**src/rtl/hrange_pkg.sv**
```systemverilog
// Shared types and the overflow-aware adder used by the range generator.
package hrange_pkg;

  typedef enum logic {
    IDLE = 1'b0,
    RUN  = 1'b1
  } state_t;

  // Arithmetic is done at MAX_W+1 bits so that any WIDTH <= MAX_W sum is exact.
  localparam int MAX_W = 64;

  typedef struct packed {
    logic                   ovf;
    logic signed [MAX_W:0]  sum;
  } sum_t;

  // ovf flags a sum that no longer fits a signed w-bit value.
  function automatic sum_t add_ovf(input logic signed [MAX_W:0] a,
                                   input logic signed [MAX_W:0] b,
                                   input logic [6:0]            w);
    sum_t r;
    r.sum = a + b;
    r.ovf = r.sum[w] ^ r.sum[w - 7'd1];
    return r;
  endfunction

endpackage

```
**src/rtl/hrange_step_cmp.sv**
```systemverilog
// Candidate value (x or x+step) plus the range continue test against limit.
module hrange_step_cmp
  import hrange_pkg::*;
#(
  parameter int WIDTH = 32,
  parameter bit ADD   = 1'b1
) (
  input  logic [WIDTH-1:0] x,
  input  logic [WIDTH-1:0] step,
  input  logic [WIDTH-1:0] limit,
  output logic [WIDTH-1:0] nxt,
  output logic             ovf,
  output logic             cont
);

  logic signed [MAX_W:0] xe;
  logic signed [MAX_W:0] le;
  logic signed [MAX_W:0] cand;
  logic                  step_pos;

  assign xe       = {{(MAX_W + 1 - WIDTH){x[WIDTH-1]}}, x};
  assign le       = {{(MAX_W + 1 - WIDTH){limit[WIDTH-1]}}, limit};
  assign step_pos = $signed(step) > 0;

  generate
    if (ADD) begin : g_add
      sum_t s;
      assign s    = add_ovf(xe, {{(MAX_W + 1 - WIDTH){step[WIDTH-1]}}, step}, 7'(WIDTH));
      assign cand = s.sum;
      assign ovf  = s.ovf;
    end else begin : g_pass
      assign cand = xe;
      assign ovf  = 1'b0;
    end
  endgenerate

  assign nxt  = cand[WIDTH-1:0];
  assign cont = step_pos ? (cand < le) : (cand > le);

endmodule

```
**src/rtl/hrange_param.sv**
```systemverilog
// Python-style range(base, limit, step) generator behind a start/ready/valid/done handshake.
module hrange_param
  import hrange_pkg::*;
#(
  parameter int WIDTH = 32,
  parameter int CNT_W = 32
) (
  input  logic             _clock,
  input  logic             _reset,
  input  logic             _start,
  input  logic [WIDTH-1:0] base,
  input  logic [WIDTH-1:0] limit,
  input  logic [WIDTH-1:0] step,
  input  logic             _ready,
  output logic             _valid,
  output logic             _done,
  output logic             _error,
  output logic [WIDTH-1:0] _0,
  output logic [CNT_W-1:0] _1
);

  state_t           state_reg;
  logic [WIDTH-1:0] limit_reg;
  logic [WIDTH-1:0] step_reg;
  logic [WIDTH-1:0] val_reg;
  logic [CNT_W-1:0] idx_reg;
  logic             valid_reg;
  logic             done_reg;
  logic             error_reg;

  logic [WIDTH-1:0] start_val;
  logic             start_ovf;
  logic             start_cont;
  logic [WIDTH-1:0] run_nxt;
  logic             run_ovf;
  logic             run_cont;

  hrange_step_cmp #(.WIDTH(WIDTH), .ADD(1'b0)) u_start_cmp (
    .x     (base),
    .step  (step),
    .limit (limit),
    .nxt   (start_val),
    .ovf   (start_ovf),
    .cont  (start_cont)
  );

  hrange_step_cmp #(.WIDTH(WIDTH), .ADD(1'b1)) u_run_cmp (
    .x     (val_reg),
    .step  (step_reg),
    .limit (limit_reg),
    .nxt   (run_nxt),
    .ovf   (run_ovf),
    .cont  (run_cont)
  );

  // A start in the same cycle as reset still captures the new sequence.
  always_ff @(posedge _clock) begin
    done_reg <= 1'b0;
    if (_start) begin
      limit_reg <= limit;
      step_reg  <= step;
      idx_reg   <= '0;
      error_reg <= 1'b0;
      if (step == '0) begin
        error_reg <= 1'b1;
        done_reg  <= 1'b1;
        valid_reg <= 1'b0;
        state_reg <= IDLE;
      end else if (start_cont && !start_ovf) begin
        val_reg   <= start_val;
        valid_reg <= 1'b1;
        state_reg <= RUN;
      end else begin
        done_reg  <= 1'b1;
        valid_reg <= 1'b0;
        state_reg <= IDLE;
      end
    end else if (_reset) begin
      state_reg <= IDLE;
      limit_reg <= '0;
      step_reg  <= '0;
      val_reg   <= '0;
      idx_reg   <= '0;
      valid_reg <= 1'b0;
      error_reg <= 1'b0;
    end else if (state_reg == RUN && (_ready || !valid_reg)) begin
      if (run_ovf || !run_cont) begin
        done_reg  <= 1'b1;
        valid_reg <= 1'b0;
        state_reg <= IDLE;
      end else begin
        val_reg   <= run_nxt;
        idx_reg   <= idx_reg + CNT_W'(1);
        valid_reg <= 1'b1;
      end
    end
  end

  assign _valid = valid_reg;
  assign _done  = done_reg;
  assign _error = error_reg;
  assign _0     = val_reg;
  assign _1     = idx_reg;

endmodule

```
**config.mk**
```make
export PLATFORM = sky130hd
export DESIGN_NAME = hrange_param
export DESIGN_NICKNAME = d
export VERILOG_FILES = /design/src/rtl/hrange_pkg.sv /design/src/rtl/hrange_step_cmp.sv /design/src/rtl/hrange_param.sv
export SDC_FILE = /design/constraint.sdc
export NUM_CORES = 1
export LEC_CHECK = 0
export CAP_MARGIN = 10
export CORE_MARGIN = 5
export CORE_UTILIZATION = 58
export CTS_CLUSTER_SIZE = 28
export DETAILED_ROUTE_END_ITERATION = 16
export PLACE_DENSITY_LB_ADDON = 0.25
export REMOVE_ABC_BUFFERS = 1
export SETUP_SLACK_MARGIN = 0.1
export SYNTH_ARGS = -nofsm -noshare
export SYNTH_HDL_FRONTEND = slang
export SYNTH_SLANG_ARGS = --single-unit
```
**constraint.sdc**
```tcl
create_clock -name _clock -period 10.5 [get_ports _clock]
set_input_delay 3.15 -clock _clock [delete_from_list [all_inputs] [get_ports _clock]]
set_output_delay 3.15 -clock _clock [all_outputs]
set_load 0.05 [all_outputs]
```
==> results.md, run 1 <==
- Initial DRT Pass Iterations: 6
- Vias in the first global route: 7779
- Synth Area per Inst: 9.768 um2
- Synth Cell Area: 0.008919 mm2
- Root Driver: clkbuf_16
- Number of synthesized flops with an enable pin: 99
- Crit-path cells: ha_1, a211o_1, a221o_1, and2_1, o311ai_1, and3_1, o21ai_0, a21o_1, a311o_1, ha_1, and4_1, nand3_1, or4b_4, o2111ai_2, nor3_1, or3_4, and2_1, nor3_1, a2bb2oi_4
- Crit Path Max Fanout: 32
- Period utilisation layout: 69.12%
- Core Rows: 45
- Startpoint Class: flop
- Antenna Cells: 0
- Netlist cell types: 67
- Ports: 167
- Setup repair after global routing missed its margin: no
- Pin count of the biggest net entering global routing: 74
- Total of max-cap violations: 0
- Commonest cells in the netlist: edfxtp_1, ha_1, inv_1
- Top cells by area, synth: edfxtp_1, ha_1, dfxtp_1
- Gpl congestion: 0.9453
- Max rail drop VDD: 132.5 uV
- I/O Buffers: 166
- Leading cell type by number of instances after synthesis: edfxtp_1
- WHS: 0.4833 ns
- Vert. Die Dim: 134.0 um
- Nets: 1268
- Cells after Synth: 913
- H-tree lvl count: 4
- Worst slew margin: 20.19%
- Synth async-reset ratio: 0%
- Clk buf depth: 2
- Cell Pwr Density: 193.0 mW/mm2
- Via count: 7936
- Share of cells above drive strength 1: 5.268%
- Outcome: finished clean
- Die W: 134.0 um
- CP max-delay cell: a2bb2oi_4
- CP Class: reg2reg
- Hold Vio Cnt, Final: 0
- Tot Pwr: 2.187 mW
- Crit path largest cell delay: 0.93 ns
- Area growth syn-to-layout: 27.05%
- Fmax achieved: 137.8 MHz
- Layout Skew: 0.009891 ns
- Core Area: 0.01515 mm2
- FILL cells: 1078
- Synth area leader: edfxtp_1
- Post-CTS Resized: 0
- CTS Buf Count: 17
- Fin crit period: 7.258 ns
- Worst Path Required: 10.53 ns
- Worst-path clk slew: 0.06 ns
- CTS Sinks: 132
- Seq cells post-synth: 132
- DRC viols: 0
- Gr ovfl total: 0
- Overall routing resource usage: 27.74%
- Yosys warnings: 0
- Crit. End Element: flop
- Hold_buf cts: 0
- Main synth FF type: edfxtp_1
- Initial Util: 58.88%
- Post-CTS setup buffers: 0
- Final max-slew violation count: 0
- Post-synthesis sequential area ratio: 40.74%
- Dpl hpwl: 18.56 mm
- CTS tree: built
- Share of the synthesized area in the top cell type: 33.33%
- Worst hold path type: reg2reg
- Die ar.: 0.01796 mm2
- Vias per inst: 6.249
- Fin util: 74.81%
- CP Data Arrival Time: 7.29 ns
- Leakage power: 4.558 nW
- Worst-Margin Slew: 1.193 ns
- Setup TNS: 0 ns
- Initial DRC count: 766
- Worst skew pair latency: 0.42 ns
- Endpoints failing setup: 0
- Final WL: 25.47 mm
- Routed WL per cell: 20.05 um
- First-pass GRT wire length: 39.44 mm
- Initial antenna violation count: 0
- ANT nets after route: 0
[layout by cell type, fill, tap and decap left out, types with 3 or more instances in the layout]
cell / n
xnor2_1: 21
nand4b_1: 4
o211a_1: 4
a31oi_1: 5
or4b_1: 5
ha_1: 98
o211ai_1: 5
nor2_1: 55
edfxtp_1: 99
o21bai_1: 7
clkdlybuf4s50_1: 165
clkinv_4: 4
a22o_1: 30
and3_1: 4
a21o_1: 23
or3_1: 4
or4_1: 14
nor3_1: 10
dfxtp_1: 33
mux2i_1: 3
nand3_1: 22
a31o_2: 5
inv_1: 87
inv_4: 3
nand2_1: 44
o41ai_1: 8
nor2b_1: 5
o21ai_0: 26
o31ai_1: 16
buf_4: 6
nand4_1: 32
nor4_1: 18
xor2_1: 8
and4_1: 10
a211o_1: 3
clkbuf_16: 20
o21a_1: 12
a21oi_1: 74
and2_1: 39
a211oi_1: 6
[power by group]
group          internal [mW]  switching [mW]  total, mW
registers              0.629          0.0356      0.665
logic                  0.343           0.584      0.926
clock network          0.351           0.245      0.596
[critical path: cells and delay by family (launching register included)]
kind / cells / cell delay (ns)
flip-flops: 1 / 0.42
adder cells (fa/ha/maj): 2 / 0.67
AO/OA/AOI/OAI: 8 / 2.86
AND/OR/NAND/NOR: 9 / 2.89
[metal layers]
metal | track usage (%) | wire length [um]
met1 | 35.59 | 10630
met2 | 46.04 | 11980
met3 | 7.689 | 2261
met4 | 8.171 | 601
met5 | 0 | 0
[metrics by stage]
stage	cells	worst slack [ns]	area, um2
final	1270	3.242	11330
after CTS	1270	3.276	11330
after global routing	1270	2.805	11330
after global placement	1238	3.406	10740
after floorplan	878	2.945	8773
after detailed placement	1238	3.348	10740
[final timing paths]
| kind | slack [ns] | from | cells after the start | end |
|---|---|---|---|---|
| worst max-delay path | 3.24 | step_reg[8]$_SDFFCE_PN0N_ | 19 | _0[20]$_DFFE_PP_ |
| worst min-delay path | 0.48 | _1[31]$_SDFFE_PN0P_ | 2 | _1[31]$_SDFFE_PN0P_ |
| worst max register to register | 3.24 | step_reg[8]$_SDFFCE_PN0N_ | 19 | _0[20]$_DFFE_PP_ |
| worst min register to register | 0.48 | _1[31]$_SDFFE_PN0P_ | 2 | _1[31]$_SDFFE_PN0P_ |
[cells by family after synthesis]
family                     count (synthesis)  share of synthesized area (%)
and+or+nand+nor                          277                          17.35
muxes                                      4                         0.4630
DFF                                      132                          40.74
buffers and inverters                    123                          5.331
AOI/OAI and AO/OA                        248                          19.19
adders and majority gates                 99                          13.97
xor gates and xnor gates                  30                          2.946
[final cells by class]
cell class	instances	area [um2]	share of cell area [%]
sequential	132	3633	32.07
clock buffer	22	509.2	4.494
timing repair buffer	172	1702	15.02
inverter	88	331.6	2.926
tap	188	235.2	2.076
multi-input combinational	658	4837	42.69
clock inverter	10	82.58	0.7288
(Power assumes the default switching activity.)
==> run 2: changes to the inputs <==
--- a/config.mk
+++ b/config.mk
@@ -7,7 +7,7 @@
 export LEC_CHECK = 0
 export CAP_MARGIN = 10
 export CORE_MARGIN = 5
-export CORE_UTILIZATION = 58
+export CORE_UTILIZATION = 48
 export CTS_CLUSTER_SIZE = 28
 export DETAILED_ROUTE_END_ITERATION = 16
 export PLACE_DENSITY_LB_ADDON = 0.25
==> constraint.sdc (replaced) <==
create_clock -name _clock -period 6.67 [get_ports _clock]
set_input_delay 2.001 -clock _clock [delete_from_list [all_inputs] [get_ports _clock]]
set_output_delay 2.001 -clock _clock [all_outputs]
set_load 0.05 [all_outputs]
==> run 2 against run 1 <==
  * Combinational power up 58%
  * First-iteration DRC count is 16% lower
  * Critical endpoint is now _0[17]$_DFFE_PP_
  * Wire length about the same
  * Critical path depth grew 3
  * Via count fell by 1.2%
  * Register-to-register slack worse by 2.8 ns
  * Critical path type unchanged
  * Die area is 19% higher
==> results.md, run 2 (synthesis gave the netlist of run 1 again) <==
- FILL cells: 1505 (was 1078)
- Total of max-cap violations: 0 (unchanged)
- I/O Buffers: 166 (unchanged)
- Outcome: finished clean (unchanged)
- Worst hold path type: reg2reg (unchanged)
- Fin crit period: 6.235 ns (was 7.258 ns)
- Pin count of the biggest net entering global routing: 50 (was 74)
- Initial antenna violation count: 0 (unchanged)
- Final WL: 25.49 mm (was 25.47 mm)
- Tot Pwr: 3.432 mW (was 2.187 mW)
- Share of cells above drive strength 1: 5.709% (was 5.268%)
- Startpoint Class: flop (unchanged)
- Root Driver: clkbuf_16 (unchanged)
- Worst skew pair latency: 0.43 ns (was 0.42 ns)
- Final max-slew violation count: 0 (unchanged)
- Clock share of power: 27.0% (was 27.2%)
- Initial DRT Pass Iterations: 5 (was 6)
- Via count: 7837 (was 7936)
- Area growth syn-to-layout: 28.00% (was 27.05%)
- Initial DRC count: 645 (was 766)
- Worst slew margin: 31.00% (was 20.19%)
- Crit Path Max Fanout: 16 (was 32)
- ANT nets after route: 0 (unchanged)
- Hold_buf cts: 0 (unchanged)
- Crit path largest cell delay: 0.54 ns (was 0.93 ns)
- Most frequent cells in the layout: clkdlybuf4s50_1, edfxtp_1, ha_1 (unchanged)
- CP most frequent cell: ha_1
- Cell Pwr Density: 300.6 mW/mm2 (was 193.0 mW/mm2)
- Hold Vio Cnt, Final: 0 (unchanged)
- Int Pwr: 2.088 mW (was 1.323 mW)
- Worst Path Required: 6.77 ns (was 10.53 ns)
- Switch share: 39.15% (was 39.53%)
- Routed WL per cell: 19.38 um (was 20.05 um)
- DRC viols: 0 (unchanged)
- Endpoints failing setup: 0 (unchanged)
- Fin util: 62.91% (was 74.81%)
- Core Area: 0.01815 mm2 (was 0.01515 mm2)
- Initial Util: 49.15% (was 58.88%)
- Comb power frac: 42.6% (was 42.4%)
- Worst-Margin Slew: 1.031 ns (was 1.193 ns)
- Setup repair after global routing missed its margin: no (unchanged)
- CTS Sinks: 132 (unchanged)
- Sequential Area: 0.003633 mm2 (unchanged)
- Vias in the first global route: 7608 (was 7779)
- Reg power frac: 30.4% (about the same)
- Pre-CTS WS: 0.3042 ns (was 3.348 ns)
- Fmax achieved: 160.4 MHz (was 137.8 MHz)
- Dpl hpwl: 19.26 mm (was 18.56 mm)
- Die W: 146.3 um (was 134.0 um)
- Sw power: 1.344 mW (was 0.8646 mW)
- Fin worst setup slack: 0.4347 ns (was 3.242 ns)
- CP Class: reg2reg (unchanged)
- CTS Buf Count: 17 (unchanged)
- H-tree lvl count: 4 (unchanged)
- WHS: 0.4864 ns (was 0.4833 ns)
- CP Data Arrival Time: 6.34 ns (was 7.29 ns)
- First-pass GRT wire length: 40.37 mm (was 39.44 mm)
- Antenna Cells: 0 (unchanged)
- Overall routing resource usage: 23.54% (was 27.74%)
- CP max-delay cell: or4b_4 (was a2bb2oi_4)
- Core Rows: 49 (was 45)
- Gpl congestion: 0.9215 (was 0.9453)
- Ports: 167 (unchanged)
- Crit. End Element: flop (unchanged)
- Vias per inst: 5.960 (was 6.249)
- Nets: 1272 (was 1268)
- Vert. Die Dim: 146.3 um (was 134.0 um)
- Period utilisation layout: 93.48% (was 69.12%)
- CTS tree: built (unchanged)
- Max rail drop VDD: 188.5 uV (was 132.5 uV)
- Gr ovfl total: 0 (unchanged)
- Worst-path clk slew: 0.06 ns (about the same)
- Leakage power: 4.576 nW (was 4.558 nW)
- Die ar.: 0.02141 mm2 (was 0.01796 mm2)
- Crit-path cells: ha_1, inv_1, fa_1, nor2b_1, o2111ai_1, a21oi_1, o311ai_1, and3_1, o21ai_0, a2111oi_0, a311o_1, ha_1, and4_1, nand3_1, or4b_4, o2111ai_2, nor3_1, or3_4, and2_1, nor3_2, a2bb2oi_4, buf_4 (was ha_1, a211o_1, a221o_1, and2_1, o311ai_1, and3_1, o21ai_0, a21o_1, a311o_1, ha_1, and4_1, nand3_1, or4b_4, o2111ai_2, nor3_1, or3_4, and2_1, nor3_1, a2bb2oi_4)
- Layout Skew: 0.01339 ns (was 0.009891 ns)
- Most common cell after layout, fill and taps aside: clkdlybuf4s50_1 (unchanged)
- Multi-input combinational cell area: 0.004848 mm2 (was 0.004837 mm2)
- Clk buf depth: 2 (unchanged)
-- run 2: changes by cell type in the layout (fill, tap and decap cells not counted), sizes merged --
cell	previous run	this run
buf	7	11
inv	93	91
clkinv	5	6
clkbuf	22	23
-- run 2: repair_timing --
item | in CTS | in global routing
resized for setup | 0 | 2
buffers inserted | 0 | 0
setup endpoints to repair | 0 | 45
-- run 2: power by group through the flow --
stage	clock network (mW)	logic, mW	registers [mW]
6_report	0.927	1.46	1.04
2_1_floorplan	0	0.809	1.20
5_1_grt	0.975	1.60	1.05
4_1_cts	0.935	1.45	1.04
3_5_place_dp	0	1.44	1.06
3_3_place_gp	0	1.43	1.06
-- run 2: metal layers --
layer  part of all wire [%]  global-route usage (%)
met3                    6.9                   5.640
met1                     45                   31.66
met4                    1.6                   6.538
met5                      0                       0
met2                     47                   38.16
-- run 2: metrics by stage --
step / setup TNS [ns] / std cells / area [um2]
floorplan: -28.34 / 878 / 8773
global placement: 0 / 1283 / 10830
detailed placement: 0 / 1283 / 10830
CTS: 0 / 1315 / 11410
global route: 0 / 1315 / 11420
finish: 0 / 1315 / 11420
-- run 2: worst paths after layout --
path	start	to	slack (ns)	depth (start not counted)
setup / recovery	_0[0]$_DFFE_PP_	_0[17]$_DFFE_PP_	0.43	22
hold / removal	_1[20]$_SDFFE_PN0P_	_1[20]$_SDFFE_PN0P_	0.49	2
setup reg to reg	_0[0]$_DFFE_PP_	_0[17]$_DFFE_PP_	0.43	22
hold reg to reg	_1[20]$_SDFFE_PN0P_	_1[20]$_SDFFE_PN0P_	0.49	2
-- run 2: critical path: cells and delay by family, from the launching register on --
| family | cells | cell delay [ns] |
|---|---|---|
| compound gates | 8 | 1.92 |
| fa+ha+maj | 3 | 0.89 |
| buf+inv | 2 | 0.34 |
| flops | 1 | 0.35 |
| simple gates | 9 | 2.38 |
-- run 2: final cells by class --
| cell class | instances | area share [%] |
|---|---|---|
| inverters | 88 | 2.904 |
| repair buffers | 176 | 15.17 |
| clock buffers | 23 | 4.570 |
| multi-input cells | 658 | 42.47 |
| well taps | 229 | 2.510 |
| clock inverters | 9 | 0.5480 |
| flip-flops and latches | 132 | 31.83 |
==> variant: new RTL, settings of run 2 <==
The parameter `CNT_W` goes from 32 to 64.
--- a/src/rtl/hrange_param.sv
+++ b/src/rtl/hrange_param.sv
@@ -5,3 +5,3 @@
   parameter int WIDTH = 32,
-  parameter int CNT_W = 32
+  parameter int CNT_W = 64
 ) (
Interface: changed (resized _1); port bits go from 167 to 199. The function was not compared with the original's and may differ.
==> variant against run 2 <==
  * Maximum frequency increased by 1.3%
  * Wire length is 13% higher
  * Area after synthesis is 17% higher
  * Design area rose by 16%
  * Total power up 0.47%
  * Core utilization shrank 0.24 points
  * Sequential cell count rose by 32
  * Count of clock-buffer cells in the layout shrank 5
  * Critical path depth grew 1
  * Via count increased by 15%
  * Worst setup slack gained 0.083 ns
  * Largest cell class unchanged
  * Highest routed layer unchanged
==> variant: results <==
export IMPL_cp_endpoint="_1[55]$_SDFFE_PN0P_"
export IMPL_final_clk_cell_share=0.0450
export IMPL_pwr_share_clk=0.290
export IMPL_crit_family="compound AO/OA/AOI/OAI gates"
export IMPL_status="complete, no violations"
export IMPL_yosys_top_cells_area="edfxtp_1 (29%), dfxtp_1 (12%), ha_1 (12%)"
export IMPL_ir_worst_vdd_uv=146
export IMPL_hp_start="_1[63]$_SDFFE_PN0P_"
export IMPL_tightest_slew_ns=0.957
export IMPL_clockBufferCount=18
export IMPL_vias=8989
export IMPL_crit_slowest_cell="or4_4"
export IMPL_multi_input_area_share=0.422
export IMPL_nonClockInverterCount=107
export IMPL_synth_cell_types=62
export IMPL_multi_input_cells=797
export IMPL_dr_first_iter_drc_count=581
export IMPL_buffers=208
export IMPL_switching_share=0.368
export IMPL_grt_max_degree=104
export IMPL_dp_hpwl_mm=21.5
export IMPL_fillCellCount=1799
export IMPL_buf_share=0.155
export IMPL_startpoint="step_reg[0]$_SDFFCE_PN0N_"
export IMPL_regArea_mm2=0.00427
export IMPL_hold_end="_1[63]$_SDFFE_PN0P_"
export IMPL_switching_power_w=0.00127
export IMPL_n_antenna_cell=1
export IMPL_worstRegToRegCells=23
export IMPL_ys_seq_area_frac=0.410
export IMPL_fin_crit_sh=0.922
export IMPL_arrival_ns=6.51
export IMPL_clk_pin_slew_ns=0.08
export IMPL_pg_comb_w=0.00123
export IMPL_p_leak_nw=5.16
==> variant: per-layer routing <==
layer,routed length [µm],global-route usage,vias up
li1,-,-,4414
met1,12500,0.310,4267
met2,13400,0.372,267
met3,2160,0.0531,41
met4,742,0.0778,0
met5,0,0,-
==> variant: cell families (layout without fill, tap and decap cells) <==
logic type               after synthesis  count (layout)  synth area share
AND/OR/NAND/NOR                      397             397             0.209
AO/OA/AOI/OAI                        234             234             0.150
flip-flops                           164             164             0.410
buffers and inverters                148             347            0.0538
adder cells (fa/ha/maj)               99              99             0.120
XOR/XNOR                              63              63            0.0530
multiplexers                           4               4           0.00396
other                                  0               1                 0
==> variant: stage by stage <==
stage / cell area, µm² / instances / setup WS (ns) / util
after CTS: 13300 / 1583 / 0.594 / 0.627
after floorplan: 10300 / 1068 / 0.111 / -
after detailed placement: 12700 / 1551 / 0.623 / 0.598
after global placement: 12700 / 1551 / 0.784 / 0.598
after global routing: 13300 / 1584 / 0.152 / 0.627
final: 13300 / 1584 / 0.517 / 0.627
